[src/rtl/uart_tx_fifo.sv]
// Byte FIFO ahead of the UART transmitter: show-ahead valid/ready in and out.
// Define UART_TX_FIFO_OVERFLOW_EN to add a sticky overflow flag for rejected enqueues.
module uart_tx_fifo #(
   parameter int unsigned DEPTH = 16,
   parameter int unsigned WIDTH = 8
) (
   input  logic                       clk,
   input  logic                       reset,
   input  logic [WIDTH-1:0]           enq_data,
   input  logic                       enq_valid,
   output logic                       enq_ready,
   output logic [WIDTH-1:0]           deq_data,
   output logic                       deq_valid,
   input  logic                       deq_ready,
   output logic [$clog2(DEPTH):0]     count
`ifdef UART_TX_FIFO_OVERFLOW_EN
   ,
   output logic                       overflow
`endif
);

   localparam int unsigned PTR_W = $clog2(DEPTH);
   localparam int unsigned CNT_W = PTR_W + 1;

   logic [WIDTH-1:0] mem [DEPTH];
   logic [PTR_W-1:0] wr_ptr;
   logic [PTR_W-1:0] rd_ptr;
   logic [CNT_W-1:0] count_nxt;
   logic             enq_fire;
   logic             deq_fire;

   assign enq_fire = enq_valid && enq_ready;
   assign deq_fire = deq_valid && deq_ready;

   // Show-ahead head byte straight from the registered read pointer
   assign deq_data = mem[rd_ptr];

   always_comb begin
      count_nxt = count;
      case ({enq_fire, deq_fire})
         2'b10:   count_nxt = count + CNT_W'(1);
         2'b01:   count_nxt = count - CNT_W'(1);
         default: count_nxt = count;
      endcase
   end

   // Flags are registered from next count so they never see enq_valid/deq_ready combinationally
   always_ff @(posedge clk) begin
      if (reset) begin
         wr_ptr    <= '0;
         rd_ptr    <= '0;
         count     <= '0;
         enq_ready <= 1'b1;
         deq_valid <= 1'b0;
      end else begin
         if (enq_fire) wr_ptr <= wr_ptr + PTR_W'(1);
         if (deq_fire) rd_ptr <= rd_ptr + PTR_W'(1);
         count     <= count_nxt;
         enq_ready <= (count_nxt != CNT_W'(DEPTH));
         deq_valid <= (count_nxt != CNT_W'(0));
      end
   end

   // Storage is not reset; contents behind rd_ptr/wr_ptr are don't-care
   always_ff @(posedge clk) begin
      if (!reset && enq_fire) mem[wr_ptr] <= enq_data;
   end

`ifdef UART_TX_FIFO_OVERFLOW_EN
   always_ff @(posedge clk) begin
      if (reset)                       overflow <= 1'b0;
      else if (enq_valid && !enq_ready) overflow <= 1'b1;
   end
`endif

endmodule
[config.mk]
export PLATFORM = sky130hd
export DESIGN_NAME = uart_tx_fifo
export DESIGN_NICKNAME = d
export VERILOG_FILES = /design/src/rtl/uart_tx_fifo.sv
export SDC_FILE = /design/constraint.sdc
export NUM_CORES = 1
export LEC_CHECK = 0
export ABC_CLOCK_PERIOD_IN_PS = 2750
export CAP_MARGIN = 20
export CORE_AREA = 4 4 109 111
export CTS_BUF_LIST = sky130_fd_sc_hd__clkbuf_4
export DETAILED_ROUTE_END_ITERATION = 10
export DIE_AREA = 0 0 113 115
export PLACE_DENSITY = 0.76
export SYNTH_ARGS = -nofsm -noshare
export SYNTH_HDL_FRONTEND = slang
export SYNTH_SLANG_ARGS = --single-unit
[constraint.sdc]
create_clock -name clk -period 2.75 [get_ports clk]
set_clock_uncertainty 0.2 [all_clocks]
set_input_delay 0.4125 -clock clk [delete_from_list [all_inputs] [get_ports clk]]
set_output_delay 0.4125 -clock clk [all_outputs]
set_load 0.01 [all_outputs]
==> impl_metrics.env <==
export IMPL_status="complete, but fails checks"
export IMPL_violations="negative setup slack"
export IMPL_drt_first_pass_iters=4
export IMPL_worstSetupPathType="reg2out"
export IMPL_antenna_cells=0
export IMPL_detail_route_vias_per_cell=5.745
export IMPL_setup_ws_ns=-0.2455
export IMPL_r2r_end="enq_ready"
export IMPL_worstPathRequired_ns=2.14
export IMPL_cp_depth=5
export IMPL_cts_hold_buffers=0
export IMPL_grt_overflow_total=0
export IMPL_path_max_fanout=6
export IMPL_drcViolationCount=0
export IMPL_finalSetupTns_ns=-1.687
export IMPL_dpl_cell_area_um2=6606
export IMPL_drive_above_1_share_pct=31.36
export IMPL_combPwrFrac_pct=19.8
export IMPL_wire_per_inst_um=21.73
export IMPL_hpwl_mm=7.406
export IMPL_ff2ff_setup_slack_ns=0.18
export IMPL_final_max_slew_viol_count=0
export IMPL_antenna_found_initial=0
export IMPL_yosys_area_share_simple_pct=4.734
export IMPL_ys_warn_count=0
export IMPL_hold_path_depth=2
export IMPL_period_needed_ns=2.996
export IMPL_area_growth_pct=17.19
export IMPL_end_kind="output pin"
export IMPL_slew_headroom_pct=63.64
export IMPL_cp_top_family="multiplexers"
export IMPL_root_buffer="clkbuf_4"
export IMPL_synthMostInstantiatedCell="edfxtp_1"
export IMPL_grt_max_degree=25
export IMPL_period_share_pct=108.9
export IMPL_p_sw_mw=1.269
export IMPL_pwr_share_seq_pct=50.7
export IMPL_clk_path_buf_depth=2
export IMPL_pwr_share_clk_pct=29.6
export IMPL_fp_dieW_um=113
export IMPL_ys_top_cells_by_count="edfxtp_1, nor2_1, mux4_1, dfxtp_1, mux4_2"
export IMPL_clock_latency_ns=0.52
export IMPL_p_sw_share_pct=25.00
export IMPL_hold_start="rd_ptr[1]"
export IMPL_ir_drop_mv=0.4612
export IMPL_rows=38
export IMPL_die_area_um2=13000
export IMPL_drt_iter0_drc=208
export IMPL_synth_top_family_by_area="multiplexers"
export IMPL_syn_cell_area_um2=5947
export IMPL_synth_edf_count=128
export IMPL_crit_top_cell="mux4_2"
export IMPL_cp_slowest_cell="mux4_2"
export IMPL_tightest_slew_ns=0.5438
export IMPL_clk_pin_slew_ns=0.12
export IMPL_startpoint_type="flop"
export IMPL_syn_num_nets=323
export IMPL_io_buffer_count=26
export IMPL_fill_cells=750
export IMPL_synth_area_top_cells="edfxtp_1, mux4_1, dfxtp_1"
export IMPL_rsz0062_at_grt="yes"
export IMPL_power_leakage_nw=2.344
export IMPL_synth_compound_area_share_pct=1.746
export IMPL_yosysSeqAreaShare_pct=71.03
export IMPL_final_antenna_net_count=0
export IMPL_power_mw=5.076
export IMPL_finalHoldViolCount=0
export IMPL_ys_flop_type="edfxtp_1"
export IMPL_synth_top_cell_area_share_pct=64.63
export IMPL_r2r_start="enq_ready"
export IMPL_ios=27
export IMPL_start_util_pct=55.10
export IMPL_die_h_um=115
export IMPL_whs_ns=0.3255
export IMPL_final_area_um2=6969
export IMPL_core_area_um2=10790
export IMPL_synth_seq_cells=147
export IMPL_reg2reg_depth=10
export IMPL_syn_inst=303
export IMPL_grt_pass1_wl_mm=17.77
export IMPL_worstPathCellList="buf_12 > buf_16 > mux4_2 > mux4_2 > buf_6"
export IMPL_synth_distinct_cells=41
export IMPL_cts_tree="done"
export IMPL_cp_data_arrival_time_ns=2.38
export IMPL_setup_viol=8
export IMPL_synth_mux_area_share_pct=17.00
export IMPL_cts_htree_levels=4
export IMPL_grt_pass1_vias=3117
export IMPL_totalWireLength_mm=11.50
export IMPL_synth_top_area_cell="edfxtp_1"
export IMPL_clock_sinks=147
export IMPL_nets=396
export IMPL_cts_inserted_buffers=17
export IMPL_place_congestion=0.8052
export IMPL_track_usage_pct=19.10
export IMPL_syn_area_per_cell_um2=19.63
export IMPL_p_int_mw=3.807
export IMPL_synthAdderAreaFrac_pct=1.683
export IMPL_max_freq_mhz=333.8
export IMPL_vias=3039
export IMPL_async_flop_share_pct=0
export IMPL_power_per_cell_area_nw_per_um2=728.4
export IMPL_synth_xor_area_share_pct=1.620
export IMPL_path_buf_inv=3
export IMPL_cap_violations=0
export IMPL_slowest_delay_ns=0.52
export IMPL_hold_class="reg2reg"
cell usage in the layout (no fill, tap or decap), types with 2 or more instances in the layout:
cell type / count
mux2i_1: 2
clkinv_4: 4
inv_2: 2
and2_1: 2
bufinv_16: 4
mux4_1: 10
xnor2_1: 2
clkinvlp_4: 2
clkbuf_4: 17
nor2b_1: 3
o21ai_0: 3
a21oi_1: 2
nand4_1: 2
buf_12: 3
buf_6: 5
o211ai_1: 2
nand2_1: 10
ha_2: 2
buf_16: 2
clkdlybuf4s50_1: 18
mux4_2: 30
buf_2: 4
edfxtp_1: 128
xor2_1: 9
nand3b_1: 2
nor2_1: 32
dfxtp_1: 18
inv_6: 3
buf_4: 38
clkinv_2: 2
ha_1: 6
inv_1: 2
worst max path at each step:
stage	slack, ns	endpoint
floorplan	0.008	enq_ready
global placement	-0.24	enq_ready
detailed placement	-0.32	enq_ready
CTS	-0.31	deq_data[5]
global route	-0.34	deq_data[5]
finish	-0.25	deq_data[5]
tightest hold or removal path, stage by stage (launching register included):
cell      delay, ns
dfxtp_1        0.34
nand2b_1       0.07
a21oi_1        0.07
area by class of cell:
cell class / instances / area, µm² / area share [%]
Clock buffer: 17 / 127.6 / 1.831
Multi-Input combinational cell: 135 / 1545 / 22.17
Timing Repair Buffer: 71 / 671.9 / 9.641
Clock inverter: 15 / 206.4 / 2.962
Sequential cell: 147 / 4228 / 60.66
Tap cell: 140 / 175.2 / 2.513
Inverter: 4 / 15.01 / 0.2154
cell families (layout without fill, tap and decap cells):
| group | after synthesis | count (layout) |
|---|---|---|
| fa+ha+maj | 8 | 8 |
| flops | 147 | 147 |
| xor+xnor | 11 | 11 |
| buf+inv | 21 | 107 |
| simple gates | 59 | 59 |
| compound gates | 15 | 15 |
| mux | 42 | 42 |
per-stage QoR:
step | util [%] | std cells | worst slack [ns]
6_report | 64.57 | 529 | -0.2455
5_1_grt | 64.57 | 529 | -0.3391
4_1_cts | 64.91 | 530 | -0.3075
3_5_place_dp | 61.21 | 493 | -0.3228
3_3_place_gp | 61.21 | 493 | -0.2383
2_1_floorplan | - | 303 | 0.007758
flip-flops by register name (all words and copies together) (netlist names), named ones only:
signal / count
mem: 128
count: 5
enq_ready: 1
rd_ptr: 4
deq_valid: 1
wr_ptr: 4
metal layers:
layer	track usage, %	up-vias	routed length, µm
met1	25.35	1545	4682
met3	5.474	14	894
met5	0	-	0
li1	-	1361	-
met2	31.08	119	5786
met4	5.929	0	132
power by group through the flow:
stage                     clock network (mW)  logic (mW)  registers, mW
after global routing                    1.65        1.09           2.58
after global placement                     0       0.885           2.61
after CTS                               1.54        1.04           2.57
after floorplan                            0       0.598           2.59
after detailed placement                   0       0.903           2.61
final                                   1.50        1.00           2.57
timing repair:
item / in CTS / in global routing
endpoints found under the setup margin: 8 / 8
buffers inserted: 2 / 0
cloned: 3 / 0
gates resized for setup: 52 / 6
Note: power is estimated with default switching activity, not from simulation.
